## config.mk

```make
export PLATFORM = sky130hd
export DESIGN_NAME = dco_tune_ctrl
export DESIGN_NICKNAME = d
export VERILOG_FILES = /design/src/rtl/dco_tune_ctrl.sv
export SDC_FILE = /design/constraint.sdc
export NUM_CORES = 1
export LEC_CHECK = 0
export BUFFER_PORTS_ARGS = -buffer_cell sky130_fd_sc_hd__buf_2
export CAP_MARGIN = 20
export CORE_ASPECT_RATIO = 0.7
export CORE_MARGIN = 4
export CORE_UTILIZATION = 50
export CTS_BUF_LIST = sky130_fd_sc_hd__clkbuf_2
export DETAILED_ROUTE_END_ITERATION = 10
export GPL_TIMING_DRIVEN = 0
export PLACE_DENSITY = 0.74
export SYNTH_ARGS = -nofsm -noshare
export SYNTH_HDL_FRONTEND = slang
export SYNTH_SLANG_ARGS = --single-unit
```

## constraint.sdc

```tcl
create_clock -name clk -period 4.5 [get_ports clk]
set_clock_uncertainty 0.1 [all_clocks]
set_input_delay 0.9 -clock clk [delete_from_list [all_inputs] [get_ports clk]]
set_output_delay 0.9 -clock clk [all_outputs]
set_load 0.05 [all_outputs]
```

## src/rtl/dco_tune_ctrl.sv

```systemverilog
// dco_tune_ctrl
// Converts the ADPLL loop filter's frequency control words into DCO capacitor-bank codes.
//
// Ports:
//   clk                   system clock, rising edge
//   reset                 synchronous, active-high reset (priority over everything)
//   en                    update enable; when low, all state holds
//   INT_OUT               unsigned integral word from the loop filter (FINE_W bits)
//   Fractional_Frequency  unsigned fractional word feeding the sigma-delta modulator
//   overflow / underflow  integral path wrapped high / low (one-cycle pulses)
//   OverflowP/UnderflowP  proportional path saturated high / low
//   coarse_code           registered coarse bank binary code
//   fine_therm            registered fine bank thermometer code, bit i = (fine_code > i)
//   fine_code             registered binary fine code
//   sdm_bit               registered dither carry
//   coarse_sat            coarse_code sits at 0 or at its maximum
//   lock_busy             settling lockout after a coarse step is active
module dco_tune_ctrl #(
   parameter int unsigned COARSE_W = 4,
   parameter int unsigned FINE_W   = 5,
   parameter int unsigned FRAC_W   = 5,
   parameter int unsigned SETTLE   = 4
) (
   input  logic                       clk,
   input  logic                       reset,
   input  logic                       en,
   input  logic [FINE_W-1:0]          INT_OUT,
   input  logic [FRAC_W-1:0]          Fractional_Frequency,
   input  logic                       overflow,
   input  logic                       underflow,
   input  logic                       OverflowP,
   input  logic                       UnderflowP,
   output logic [COARSE_W-1:0]        coarse_code,
   output logic [(2**FINE_W)-2:0]     fine_therm,
   output logic [FINE_W-1:0]          fine_code,
   output logic                       sdm_bit,
   output logic                       coarse_sat,
   output logic                       lock_busy
);

   localparam int unsigned CntW   = $clog2(SETTLE + 1);
   localparam int unsigned SumW   = FINE_W + 2;
   localparam int unsigned ThermW = (2 ** FINE_W) - 1;

   localparam logic [COARSE_W-1:0] CoarseMax   = {COARSE_W{1'b1}};
   localparam logic [COARSE_W-1:0] CoarseMaxM1 = CoarseMax - 1'b1;
   localparam logic [COARSE_W-1:0] CoarseOne   = {{(COARSE_W-1){1'b0}}, 1'b1};
   localparam logic [COARSE_W-1:0] CoarseRst   = {1'b1, {(COARSE_W-1){1'b0}}};
   localparam logic [CntW-1:0]     SettleLoad  = CntW'(SETTLE);
   localparam logic [CntW-1:0]     CntOne      = {{(CntW-1){1'b0}}, 1'b1};

   typedef enum logic [0:0] {StIdle, StSettle} state_e;

   // ---------------------------------------------------------------------------------------
   // Coarse controller
   // ---------------------------------------------------------------------------------------
   state_e              state_q;
   logic [COARSE_W-1:0] coarse_q;
   logic [CntW-1:0]     cnt_q;
   logic                sat_q;
   logic                lock_q;

   logic step_up, step_dn;
   // Simultaneous flags cancel each other out.
   assign step_up = overflow & ~underflow;
   assign step_dn = underflow & ~overflow;

   always_ff @(posedge clk) begin
      if (reset) begin
         state_q  <= StIdle;
         coarse_q <= CoarseRst;
         cnt_q    <= '0;
         sat_q    <= 1'b0;
         lock_q   <= 1'b0;
      end else if (en) begin
         unique case (state_q)
            StIdle: begin
               // A step requested at a rail is dropped without entering the lockout.
               if (step_up && (coarse_q != CoarseMax)) begin
                  coarse_q <= coarse_q + 1'b1;
                  sat_q    <= (coarse_q == CoarseMaxM1);
                  cnt_q    <= SettleLoad;
                  state_q  <= StSettle;
                  lock_q   <= 1'b1;
               end else if (step_dn && (coarse_q != '0)) begin
                  coarse_q <= coarse_q - 1'b1;
                  sat_q    <= (coarse_q == CoarseOne);
                  cnt_q    <= SettleLoad;
                  state_q  <= StSettle;
                  lock_q   <= 1'b1;
               end
            end
            StSettle: begin
               // Leave on the edge where the counter reaches zero.
               cnt_q <= cnt_q - 1'b1;
               if (cnt_q <= CntOne) begin
                  cnt_q   <= '0;
                  state_q <= StIdle;
                  lock_q  <= 1'b0;
               end
            end
            default: begin
               state_q <= StIdle;
               lock_q  <= 1'b0;
            end
         endcase
      end
   end

   assign coarse_code = coarse_q;
   assign coarse_sat  = sat_q;
   assign lock_busy   = lock_q;

   // ---------------------------------------------------------------------------------------
   // First-order sigma-delta modulator
   // ---------------------------------------------------------------------------------------
   // The accumulator's carry bit is held in sdm_q, so only the low FRAC_W bits are stored.
   logic [FRAC_W-1:0] acc_q, acc_d;
   logic              sdm_q, sdm_d;
   logic [FRAC_W:0]   sdm_sum;

   always_comb begin
      sdm_sum = {1'b0, acc_q} + {1'b0, Fractional_Frequency};
      acc_d   = sdm_sum[FRAC_W-1:0];
      sdm_d   = sdm_sum[FRAC_W];
   end

   // ---------------------------------------------------------------------------------------
   // Fine code: integral word plus previous dither carry plus proportional kick, clamped
   // ---------------------------------------------------------------------------------------
   logic signed [SumW-1:0] fine_sum;
   logic [FINE_W-1:0]      fine_q, fine_d;
   logic [ThermW-1:0]      therm_q, therm_d;

   always_comb begin
      fine_sum = $signed({2'b00, INT_OUT})
               + $signed({{(SumW-1){1'b0}}, sdm_q})
               + $signed({{(SumW-1){1'b0}}, OverflowP})
               - $signed({{(SumW-1){1'b0}}, UnderflowP});
      if (fine_sum[SumW-1]) begin
         fine_d = '0;
      end else if (fine_sum[SumW-2:FINE_W] != '0) begin
         fine_d = '1;
      end else begin
         fine_d = fine_sum[FINE_W-1:0];
      end
   end

   // Thermometer is decoded from the next fine code so both registers agree every cycle.
   always_comb begin
      therm_d = '0;
      for (int i = 0; i < ThermW; i++) begin
         therm_d[i] = (fine_d > FINE_W'(i));
      end
   end

   always_ff @(posedge clk) begin
      if (reset) begin
         acc_q   <= '0;
         sdm_q   <= 1'b0;
         fine_q  <= '0;
         therm_q <= '0;
      end else if (en) begin
         acc_q   <= acc_d;
         sdm_q   <= sdm_d;
         fine_q  <= fine_d;
         therm_q <= therm_d;
      end
   end

   assign sdm_bit    = sdm_q;
   assign fine_code  = fine_q;
   assign fine_therm = therm_q;

endmodule

```

==> run metrics, run 1 <==
status=complete, no violations; Clock Pin Slew Worst Setup and Hold Paths=0.24 ns; Slowest Stage Delay on Critical Path=0.58 ns; post-cts sizing count=0; worst-path maximum fanout=8; fmax=~0.28 GHz; via count=2,658; Layout Cells excl Fill=478; Syn Area/Cell=8.19 um^2; core outline area=5310 um^2; cell row count=22; Area Overhead vs Synth=14.9%; crit path cell chain=buf_2 > inv_1 > ha_1 > fa_1 > inv_1 > fa_1 > a21oi_1 > o21bai_1 > xnor2_1 > a31oi_1 > a21oi_1 > a211oi_1; layout cells sized above 1=18.2%; slowest CP cell=xnor2_1; Register-to-Register Path Depth=10; die width=97.3 um; Routed Antenna Nets=0; Max clock buf depth=2; Clk pwr share=15.0%; Net count, final=around 440; unrepaired setup endpoints after global routing=no; DP Wirelength=5550 um; setup bufs post-CTS=0; Post-synth EDFFs=0; Switching Share=between 40% and 50%; die area=about 7000 um^2; crit path time final=~3.6 ns; n_diodes=0; Fin Setup TNS=0 ns; CTS Buf Count=5; Worst Setup Path Type=primary input to flop; CTS H-tree depth=2; CP required=4.71 ns; CTS Hold Bufs=0; final wirelength=around 7000 um; Worst Hold Depth=2; Clock Latency Late Sink=approximately 0.43 ns; Logic pwr share=about two fifths; CTS tree=yes; DP Worst Slack=around 0.57 ns; final global-route overflow total=0; worst path arrival time=approximately 3.8 ns; Post-Syn Area=2790 um^2; Pre-Repair DR Iteration Count=4; Worst Hold Slack=between 0.3 and 0.4 ns; switching pwr=516 uW; Initial Util=52.6%; final worst slack=0.934 ns; worst relative slew slack=46.8%; initial detailed-routing violation count=approximately 240; pin count of the biggest net entering global routing=16; Buf+Inv Stages, Crit Path=3; Internal=689 uW; maximum vdd drop=a little under 0.2 mV; initial antenna violation count=0; crit path launch type=primary input; power per cell area=375 nW/um^2; Die Ht=70.5 um; Hold Path Class=flop to flop; via/cell ratio=5.56; Slew Viols, Final=0; Max-cap violations=0; Post-Syn Nets=378; Sequential Power Share=44.8%; pin slew with the least headroom to its limit=0.792 ns; sequential area share after synthesis=37.3%; vias in the first global route=2,433; Lkg Pwr=between 0.001 and 0.0015 uW; number of remaining DRC errors=0; post-synth cell types=54; Final Hold Viols=0; Pwr Total=1200 uW; count of input and output buffers=57; ys async rst share=0%; Tcrit/Tclk final=about four fifths; final setup vio count=0; Seq cells post-synth=52; Top FF cell, synth=dfxtp_1; routability cong.=0.958; placed insts=470; gr usage total=20.6%; CTS Root Buffer Type=clkbuf_2; cell family with most CP delay=compound AO/OA/AOI/OAI gates; DR WL/cell=15.1 um; Top-Level Pins=60; Mapped Cells=341; Crit. End Element=flop; clock sink count=52; first-pass GRT wire length=11,600 um; Critical Path Stages=12; Syn. warnings=0
[flip-flops by register name (all words and copies together) (netlist names)]
name and flops:
fine_code 5, cnt_q 3, fine_therm 31, state_q 1, coarse_code 4, acc_q 5
lock_busy 1, sdm_bit 1, coarse_sat 1
[path summary, 6_finish.rpt]
kind	start	to	slack, ns
worst min-delay path	fine_code[4]$_SDFFE_PP0P_	fine_code[4]$_SDFFE_PP0P_	0.38
worst max register to register	sdm_bit$_SDFFE_PP0P_	fine_therm[12]$_SDFFE_PP0P_	1.29
worst max-delay path	OverflowP	fine_therm[12]$_SDFFE_PP0P_	0.93
worst min register to register	fine_code[4]$_SDFFE_PP0P_	fine_code[4]$_SDFFE_PP0P_	0.38
[cell type report]
cell class	instances	area [um^2]
tap	72	90.1
clock buffer	6	30.0
multi-input combinational	245	1580
clock inverter	2	11.3
sequential	52	1040
inverter	24	90.1
fill	469	2100
buffer	20	87.6
timing repair buffer	57	285
[layer usage]
metal  routed length, um  track usage [%]  vias to the layer above
li1                    -                -                     1333
met1                3490             29.4                     1224
met2                3030             30.6                       93
met3                 639             6.50                        8
met4                  51             4.45                        0
met5                   0                0                        -
[metrics by stage]
stage          util (%)  cell area (um^2)
2_1_floorplan         -              2790
3_3_place_gp       59.7              3170
3_5_place_dp       59.7              3170
4_1_cts            60.4              3210
5_1_grt            60.4              3210
6_report           60.4              3210
[kinds of logic after synthesis]
family | after synthesis | synth area share [%]
AO/OA/AOI/OAI | 102 | 24.3
XOR/XNOR | 8 | 2.51
adder cells (fa/ha/maj) | 20 | 9.76
buffers and inverters | 44 | 6.36
flip-flops | 52 | 37.3
multiplexers | 3 | 1.07
AND/OR/NAND/NOR | 112 | 18.8
[synthesized netlist by cell type (all sizes together), types with 3 or more instances]
library cell,count,share of area (%)
inv,23,3.1
clkbuf,16,2.2
nor2b,4,0.90
nor2,38,5.1
nor3,11,2.0
o31ai,6,1.6
nand2b,7,1.6
a311oi,3,1.6
a21oi,35,6.3
mux2i,3,1.1
o21bai,3,0.81
fa,3,2.1
nand2,30,4.0
a31oi,5,1.1
ha,17,7.6
o21ai,15,2.7
xnor2,6,1.9
buf,4,0.94
and3,3,0.67
nand3,8,1.4
o211ai,3,0.81
dfxtp,52,37
a211oi,10,2.7
[worst reg2reg max path, stage by stage, from the launching register on]
cell      delay, ns
dfxtp_1        0.37
inv_1          0.10
fa_1           0.23
inv_1          0.06
fa_1           0.43
a21oi_1        0.27
o21bai_1       0.12
xnor2_1        0.58
a31oi_1        0.38
a21oi_1        0.31
a211oi_1       0.12
[power by group through the flow]
stage | clock network (uW) | registers (uW) | logic (uW)
6_report | 181 | 540 | 484
5_1_grt | 201 | 546 | 522
2_1_floorplan | 0 | 686 | 226
4_1_cts | 188 | 539 | 479
3_3_place_gp | 0 | 547 | 472
3_5_place_dp | 0 | 548 | 477
[cells in the final DEF (no fill, tap or decap), types with 3 or more instances in the layout]
cell / count
buf_2: 60
dfxtp_1: 52
nor2_1: 38
a21oi_1: 35
nand2_1: 30
inv_1: 23
ha_1: 17
clkbuf_1: 15
o21ai_0: 12
nor3_1: 11
a211oi_1: 10
nand3_1: 8
nand2b_1: 7
clkbuf_2: 7
xnor2_1: 6
o31ai_1: 6
a31oi_1: 5
nor2b_1: 4
mux2i_1: 3
o21ai_1: 3
o211ai_1: 3
o21bai_1: 3
and3_1: 3
fa_1: 3
(Power assumes the default switching activity.)
==> inputs of run 2 (changes only) <==
- ABC_AREA: unset -> 1
- PLACE_DENSITY: 0.74 -> 0.77
- clock period: 4.5 -> 3 ns (I/O delays scaled with it)
==> run 2 against run 1 <==
Wire length down 6.1%. Register-to-register slack worse by 0.83 ns. Sequential power up 50%. Worst hold slack worse by 0.0011 ns. Critical path depth up 3. Die area down 0.68%. Global-route usage down 0.45 points. Utilization down 0.31 points. Via count up 0.19%. Flip-flop and latch count unchanged. Clock power up 49%. Combinational power up 51%.
==> run metrics, run 2 <==
CTS Hold Bufs=0 (unchanged); gr usage total=20.1% (was 20.6%); crit path cell chain=buf_2 > inv_1 > ha_1 > fa_1 > inv_1 > fa_1 > nand3_1 > nand3_1 > buf_4 > nand3_1 > o21ai_1 > nand2_1 > nand3_1 > nand2_1 > inv_1 (was buf_2 > inv_1 > ha_1 > fa_1 > inv_1 > fa_1 > a21oi_1 > o21bai_1 > xnor2_1 > a31oi_1 > a21oi_1 > a211oi_1); Fill cells=504 (was 469); routability cong.=0.953 (was 0.958); worst relative slew slack=65.6% (was 46.8%); Switching Share=43.7% (was 42.8%); routing usage on met1=29.3% (was 29.4%); Tcrit/Tclk final=88.3%; CTS Buf Count=5 (unchanged); Worst R2R End=fine_therm[4]$_SDFFE_PP0P_ (was fine_therm[12]$_SDFFE_PP0P_); setup bufs post-CTS=0 (unchanged); DP Wirelength=5300 um (was 5550 um); crit path time final=2.65 ns; Mapped Cells=377 (was 341); initial detailed-routing violation count=271 (was 239); die area=6820 um^2 (was 6870 um^2); Pre-Repair DR Iteration Count=4 (unchanged); Internal=1020 uW (was 689 uW); Synth top area share=37.5% (was 37.3%); Logic pwr share=40.3% (was 40.2%); Lkg Pwr=0.00163 uW (was 0.00143 uW); number of remaining DRC errors=0 (unchanged); Routed Antenna Nets=0 (unchanged); sequential area share after synthesis=37.5% (was 37.3%); pin count of the biggest net entering global routing=16 (unchanged); worst-path maximum fanout=10 (was 8); most common cell after layout, fill and taps aside=nand2_1 (was buf_2); Synth area leaders=dfxtp_1 (38%), nand2_1 (10%), a21oi_1 (8.7%) (was dfxtp_1 (37%), ha_1 (7.6%), a21oi_1 (6.3%)); cell family with most CP delay=adder cells (was compound AO/OA/AOI/OAI gates); Critical Path Stages=15 (was 12); Worst Setup Path Type=primary input to flop (unchanged); leading area contributor after synthesis=dfxtp_1 (unchanged); via/cell ratio=5.17 (was 5.56); clock sink count=52 (unchanged); Buf+Inv Stages, Crit Path=5 (was 3); switching pwr=790 uW (was 516 uW); ys async rst share=0% (unchanged); maximum vdd drop=0.287 mV (was 0.192 mV); Layout Cells excl Fill=515 (was 478); M2 GR Usage=30.0% (was 30.6%); Pwr Total=1810 uW (was 1200 uW); CTS Root Buffer Type=clkbuf_2 (unchanged); Sequential Power Share=44.8% (about the same); slowest CP cell=fa_1 (was xnor2_1); Clock Pin Slew Worst Setup and Hold Paths=0.23 ns (was 0.24 ns); Slew Viols, Final=0 (unchanged); count of input and output buffers=58 (was 57); unrepaired setup endpoints after global routing=no (unchanged); Most Crowded Layer GR=met2 (unchanged); Post-Syn Area=2770 um^2 (was 2790 um^2); Seq cells post-synth=52 (unchanged); CP required=3.29 ns (was 4.71 ns); Top-Level Pins=60 (unchanged); cell row count=22 (unchanged); first-pass GRT wire length=11,300 um (was 11,600 um); Post-synth EDFFs=0 (unchanged); CTS H-tree depth=2 (unchanged); CTS tree=yes (unchanged); vias in the first global route=2,394 (was 2,433); Clk pwr share=14.9% (was 15.0%); Area Overhead vs Synth=15.2% (was 14.9%); count leader, synth=nand2_1 (was dfxtp_1); Max clock buf depth=2 (unchanged); Crit. End Element=flop (unchanged); DR WL/cell=13.2 um (was 15.1 um); CP startpoint=OverflowP (unchanged); Clock Latency Late Sink=0.43 ns (about the same); n_diodes=0 (unchanged); fmax=0.378 GHz; core outline area=5310 um^2 (unchanged); status=complete, no violations (unchanged); met3 Use GR=5.09% (was 6.50%); Slowest Stage Delay on Critical Path=0.35 ns (was 0.58 ns); power per cell area=566 nW/um^2 (was 375 nW/um^2); max reg flops=31 (unchanged); Max-cap violations=0 (unchanged); most frequent cells in the layout=nand2_1 (77), buf_2 (60), dfxtp_1 (52) (was buf_2 (60), dfxtp_1 (52), nor2_1 (38)); Register-to-Register Path Depth=13 (was 10); CP endpoint=fine_therm[4]$_SDFFE_PP0P_ (was fine_therm[12]$_SDFFE_PP0P_); commonest cells in the netlist=nand2_1 (77), dfxtp_1 (52), a21oi_1 (48) (was dfxtp_1 (52), nor2_1 (38), a21oi_1 (35)); Initial Util=52.2% (was 52.6%); Syn. warnings=0 (unchanged); die width=97.0 um (was 97.3 um); Net count, final=479 (was 442); Top FF cell, synth=dfxtp_1 (unchanged); Most common cell on crit path=nand3_1; placed insts=507 (was 470); post-synth cell types=33 (was 54); Hold Path Class=flop to flop (unchanged); Final Hold Viols=0 (unchanged); Fin Setup TNS=0 ns (unchanged); Syn Area/Cell=7.35 um^2 (was 8.19 um^2); final global-route overflow total=0 (unchanged); final wirelength=6770 um (was 7210 um); Post-Syn Nets=414 (was 378); fin util=60.1% (was 60.4%); via count=2,663 (was 2,658); layout cells sized above 1=20.8% (was 18.2%); crit path launch type=primary input (unchanged); post-cts sizing count=0 (unchanged); pin slew with the least headroom to its limit=0.516 ns (was 0.792 ns); final setup vio count=0 (unchanged); Die Ht=70.3 um (was 70.5 um); worst path arrival time=2.93 ns (was 3.78 ns); initial antenna violation count=0 (unchanged); R2R Path Start=sdm_bit$_SDFFE_PP0P_ (unchanged); R2R setup slack=0.46 ns (was 1.29 ns)
## run 2: cell count changes after synthesis, sizes merged, moves of 7 or more
cell | previous run | this run
o21ai | 15 | 25
nand2 | 30 | 88
nand2b | 7 | 0
a21oi | 35 | 50
a211oi | 10 | 1
inv | 23 | 51
nor3 | 11 | 3
nand3 | 8 | 27
nor2 | 38 | 29
## run 2: power by group through the flow
stage | logic, uW | clock network [uW] | registers, uW
final | 729 | 269 | 810
after global routing | 790 | 304 | 819
after CTS | 722 | 278 | 810
after detailed placement | 720 | 0 | 823
after global placement | 707 | 0 | 822
after floorplan | 342 | 0 | 1030
## run 2: worst min-delay path by stage
stage / to / from / cells past startpoint / slack (ns)
3_3_place_gp: fine_code[4]$_SDFFE_PP0P_ / fine_code[4]$_SDFFE_PP0P_ / 2 / 0.35
3_5_place_dp: fine_therm[26]$_SDFFE_PP0P_ / fine_therm[26]$_SDFFE_PP0P_ / 2 / 0.35
5_1_grt: fine_therm[10]$_SDFFE_PP0P_ / fine_therm[10]$_SDFFE_PP0P_ / 2 / 0.40
4_1_cts: fine_therm[26]$_SDFFE_PP0P_ / fine_therm[26]$_SDFFE_PP0P_ / 2 / 0.38
6_report: fine_therm[26]$_SDFFE_PP0P_ / fine_therm[26]$_SDFFE_PP0P_ / 2 / 0.38
2_1_floorplan: state_q$_SDFFE_PP0P_ / state_q$_SDFFE_PP0P_ / 2 / 0.35
## run 2: cell families after synthesis
logic type,after synthesis,synth area share (%)
buf+inv,64,8.89
fa+ha+maj,20,9.84
xor+xnor,6,1.90
flops,52,37.5
compound gates,81,15.8
simple gates,154,26.0
## run 2: cell type report
| cell class | count | area, um^2 | share of cell area (%) |
|---|---|---|---|
| Clock buffer | 6 | 30.0 | 0.940 |
| Sequential cell | 52 | 1040 | 32.6 |
| Inverter | 51 | 191 | 5.99 |
| Tap cell | 72 | 90.1 | 2.82 |
| Multi-Input combinational cell | 261 | 1490 | 46.5 |
| Timing Repair Buffer | 58 | 290 | 9.09 |
| Buffer | 13 | 55.1 | 1.72 |
| Clock inverter | 2 | 11.3 | 0.353 |
## run 2: per-layer routing
metal / vias up / routed length, um
met5: - / 0
met3: 10 / 629
li1: 1355 / -
met4: 0 / 68
met1: 1191 / 3320
met2: 107 / 2760
## run 2: tightest hold or removal path, stage by stage (launching register included)
cell and delay, ns:
dfxtp_1 0.36, nand2_1 0.06, a21oi_1 0.05
## run 2: through the flow
step                      setup slack [ns]  instance area (um^2)  hold slack [ns]
after detailed placement           -0.0517                  3150            0.352
after global placement             -0.0249                  3150            0.350
after CTS                            0.416                  3190            0.379
after floorplan                      0.264                  2770            0.349
after global routing                 0.263                  3190            0.404
final                                0.352                  3190            0.379
==> inputs of run 3 (changes only) <==
- ABC_AREA: 1 -> unset
==> run 3 against run 2 <==
Power increased by 7.1%. First-iteration DRC count fell by 17%. Sequential share of layout area is 0.99 points lower. Wire length is 9.8% higher. Critical endpoint is now fine_therm[3]$_SDFFE_PP0P_. Flip-flop and latch count did not move. Largest power group unchanged. Global-route usage up 1.3 points. Sequential power about the same. Final area increased by 3.1%.
==> run metrics, run 3 (synthesis gave the netlist of run 1 again) <==
Slew Viols, Final=0 (unchanged); worst path arrival time=3.16 ns (was 2.93 ns); routability cong.=0.924 (was 0.953); most common cell after layout, fill and taps aside=buf_2 (was nand2_1); DR WL/cell=15.6 um (was 13.2 um); max reg flops=31 (unchanged); CP required=3.23 ns (was 3.29 ns); R2R setup slack=0.16 ns (was 0.46 ns); status=complete, no violations (unchanged); initial antenna violation count=0 (unchanged); Fill cells=480 (was 504); Clock Latency Late Sink=0.43 ns (about the same); CTS tree=yes (unchanged); CTS Buf Count=5 (unchanged); DP Worst Slack=-0.566 ns (was -0.0517 ns); Worst Hold Slack=0.382 ns (was 0.379 ns); Max-cap violations=0 (unchanged); Die Ht=70.5 um (was 70.3 um); gr usage total=21.4% (was 20.1%); Area Overhead vs Synth=17.9% (was 15.2%); via/cell ratio=5.69 (was 5.17); Net count, final=442 (was 479); slowest CP cell=xnor2_2 (was fa_1); Fin Setup TNS=0 ns (unchanged); clock sink count=52 (unchanged); number of remaining DRC errors=0 (unchanged); crit path launch type=primary input (unchanged); final worst slack=0.0692 ns (was 0.352 ns); final global-route overflow total=0 (unchanged); Routed Antenna Nets=0 (unchanged); final wirelength=7440 um (was 6770 um); core outline area=5310 um^2 (unchanged); Cell Area, Placed=3180 um^2 (was 3150 um^2); CTS Root Buffer Type=clkbuf_2 (unchanged); Top-Level Pins=60 (unchanged); Pre-Repair DR Iteration Count=5 (was 4); Buf+Inv Stages, Crit Path=3 (was 5); count of input and output buffers=57 (was 58); worst-path maximum fanout=8 (was 10); die width=97.3 um (was 97.0 um); vias in the first global route=2,476 (was 2,394); Hold Path Class=flop to flop (unchanged); Worst Setup Path Type=primary input to flop (unchanged); power per cell area=588 nW/um^2 (was 566 nW/um^2); via count=2,720 (was 2,663); first-pass GRT wire length=12,100 um (was 11,300 um); Lkg Pwr=0.00145 uW (was 0.00163 uW); crit path time final=2.93 ns (was 2.65 ns); cell row count=22 (unchanged); Tcrit/Tclk final=97.7% (was 88.3%); Crit. End Element=flop (unchanged); n_diodes=0 (unchanged); Final Cell Area=3290 um^2 (was 3190 um^2); CTS H-tree depth=2 (unchanged); CTS Hold Bufs=0 (unchanged); crit path cell chain=buf_2 > inv_1 > ha_1 > fa_1 > inv_1 > fa_1 > a21oi_2 > o21bai_2 > xnor2_2 > a21oi_2 > a211oi_2 > nor3_1 (was buf_2 > inv_1 > ha_1 > fa_1 > inv_1 > fa_1 > nand3_1 > nand3_1 > buf_4 > nand3_1 > o21ai_1 > nand2_1 > nand3_1 > nand2_1 > inv_1); pin count of the biggest net entering global routing=18 (was 16); Final Hold Viols=0 (unchanged); Initial Util=52.6% (was 52.2%); final setup vio count=0 (unchanged); worst relative slew slack=44.0% (was 65.6%); DP Wirelength=5640 um (was 5300 um); cell family with most CP delay=adder cells (unchanged); setup bufs post-CTS=0 (unchanged); Max clock buf depth=2 (unchanged); fin util=62.0% (was 60.1%); Clock Pin Slew Worst Setup and Hold Paths=0.27 ns (was 0.23 ns); initial detailed-routing violation count=226 (was 271); pin slew with the least headroom to its limit=0.832 ns (was 0.516 ns); unrepaired setup endpoints after global routing=no (unchanged); fmax=0.341 GHz (was 0.378 GHz); most frequent cells in the layout=buf_2 (60), dfxtp_1 (52), nor2_1 (38) (was nand2_1 (77), buf_2 (60), dfxtp_1 (52)); Slowest Stage Delay on Critical Path=0.52 ns (was 0.35 ns); maximum vdd drop=0.287 mV (about the same); die area=6870 um^2 (was 6820 um^2); layout cells sized above 1=20.7% (was 20.8%)
==> run 3: path summary, 6_finish.rpt <==
check | from | end | cells past startpoint
setup / recovery | OverflowP | fine_therm[3]$_SDFFE_PP0P_ | 12
hold reg to reg | fine_therm[24]$_SDFFE_PP0P_ | fine_therm[24]$_SDFFE_PP0P_ | 2
setup reg to reg | sdm_bit$_SDFFE_PP0P_ | fine_therm[3]$_SDFFE_PP0P_ | 10
hold / removal | fine_therm[24]$_SDFFE_PP0P_ | fine_therm[24]$_SDFFE_PP0P_ | 2
==> run 3: where the power goes <==
group | switching [uW] | internal (uW)
logic | 530 | 219
clock network | 232 | 143
registers | 45.9 | 765
total | 808 | 1130
==> run 3: layout make-up <==
class	count	area (um^2)	area share [%]
plain buffers	20	87.6	2.66
multi-input cells	245	1630	49.4
clock inverters	3	46.3	1.41
clock buffers	5	25.0	0.760
well taps	72	90.1	2.73
inverters	24	90.1	2.73
flip-flops and latches	52	1040	31.6
repair buffers	57	285	8.66
==> run 3: repair_timing <==
action                                  CTS  global route
pin swaps                                 0             2
gates resized for setup                   1             8
endpoints found under the setup margin    1            18
==> run 3: routing by layer <==
| layer | global-route usage (%) | vias to the layer above | part of all wire, % | routed length [um] |
|---|---|---|---|---|
| met5 | 0 | - | 0 | 0 |
| met4 | 3.69 | 0 | 0.42 | 31 |
| li1 | - | 1339 | - | - |
| met1 | 31.9 | 1276 | 49 | 3670 |
| met3 | 4.93 | 6 | 7.7 | 575 |
| met2 | 32.1 | 99 | 43 | 3170 |
==> run 3: worst min-delay path, stage by stage (launching register included) <==
cell	delay [ns]
dfxtp_1	0.37
nand2_1	0.06
a21oi_1	0.05
==> run 3: per-stage QoR <==
stage / std cells / power, uW
floorplan: 341 / 1370
global placement: 470 / 1530
detailed placement: 470 / 1550
CTS: 478 / 1910
global route: 478 / 2040
finish: 478 / 1940
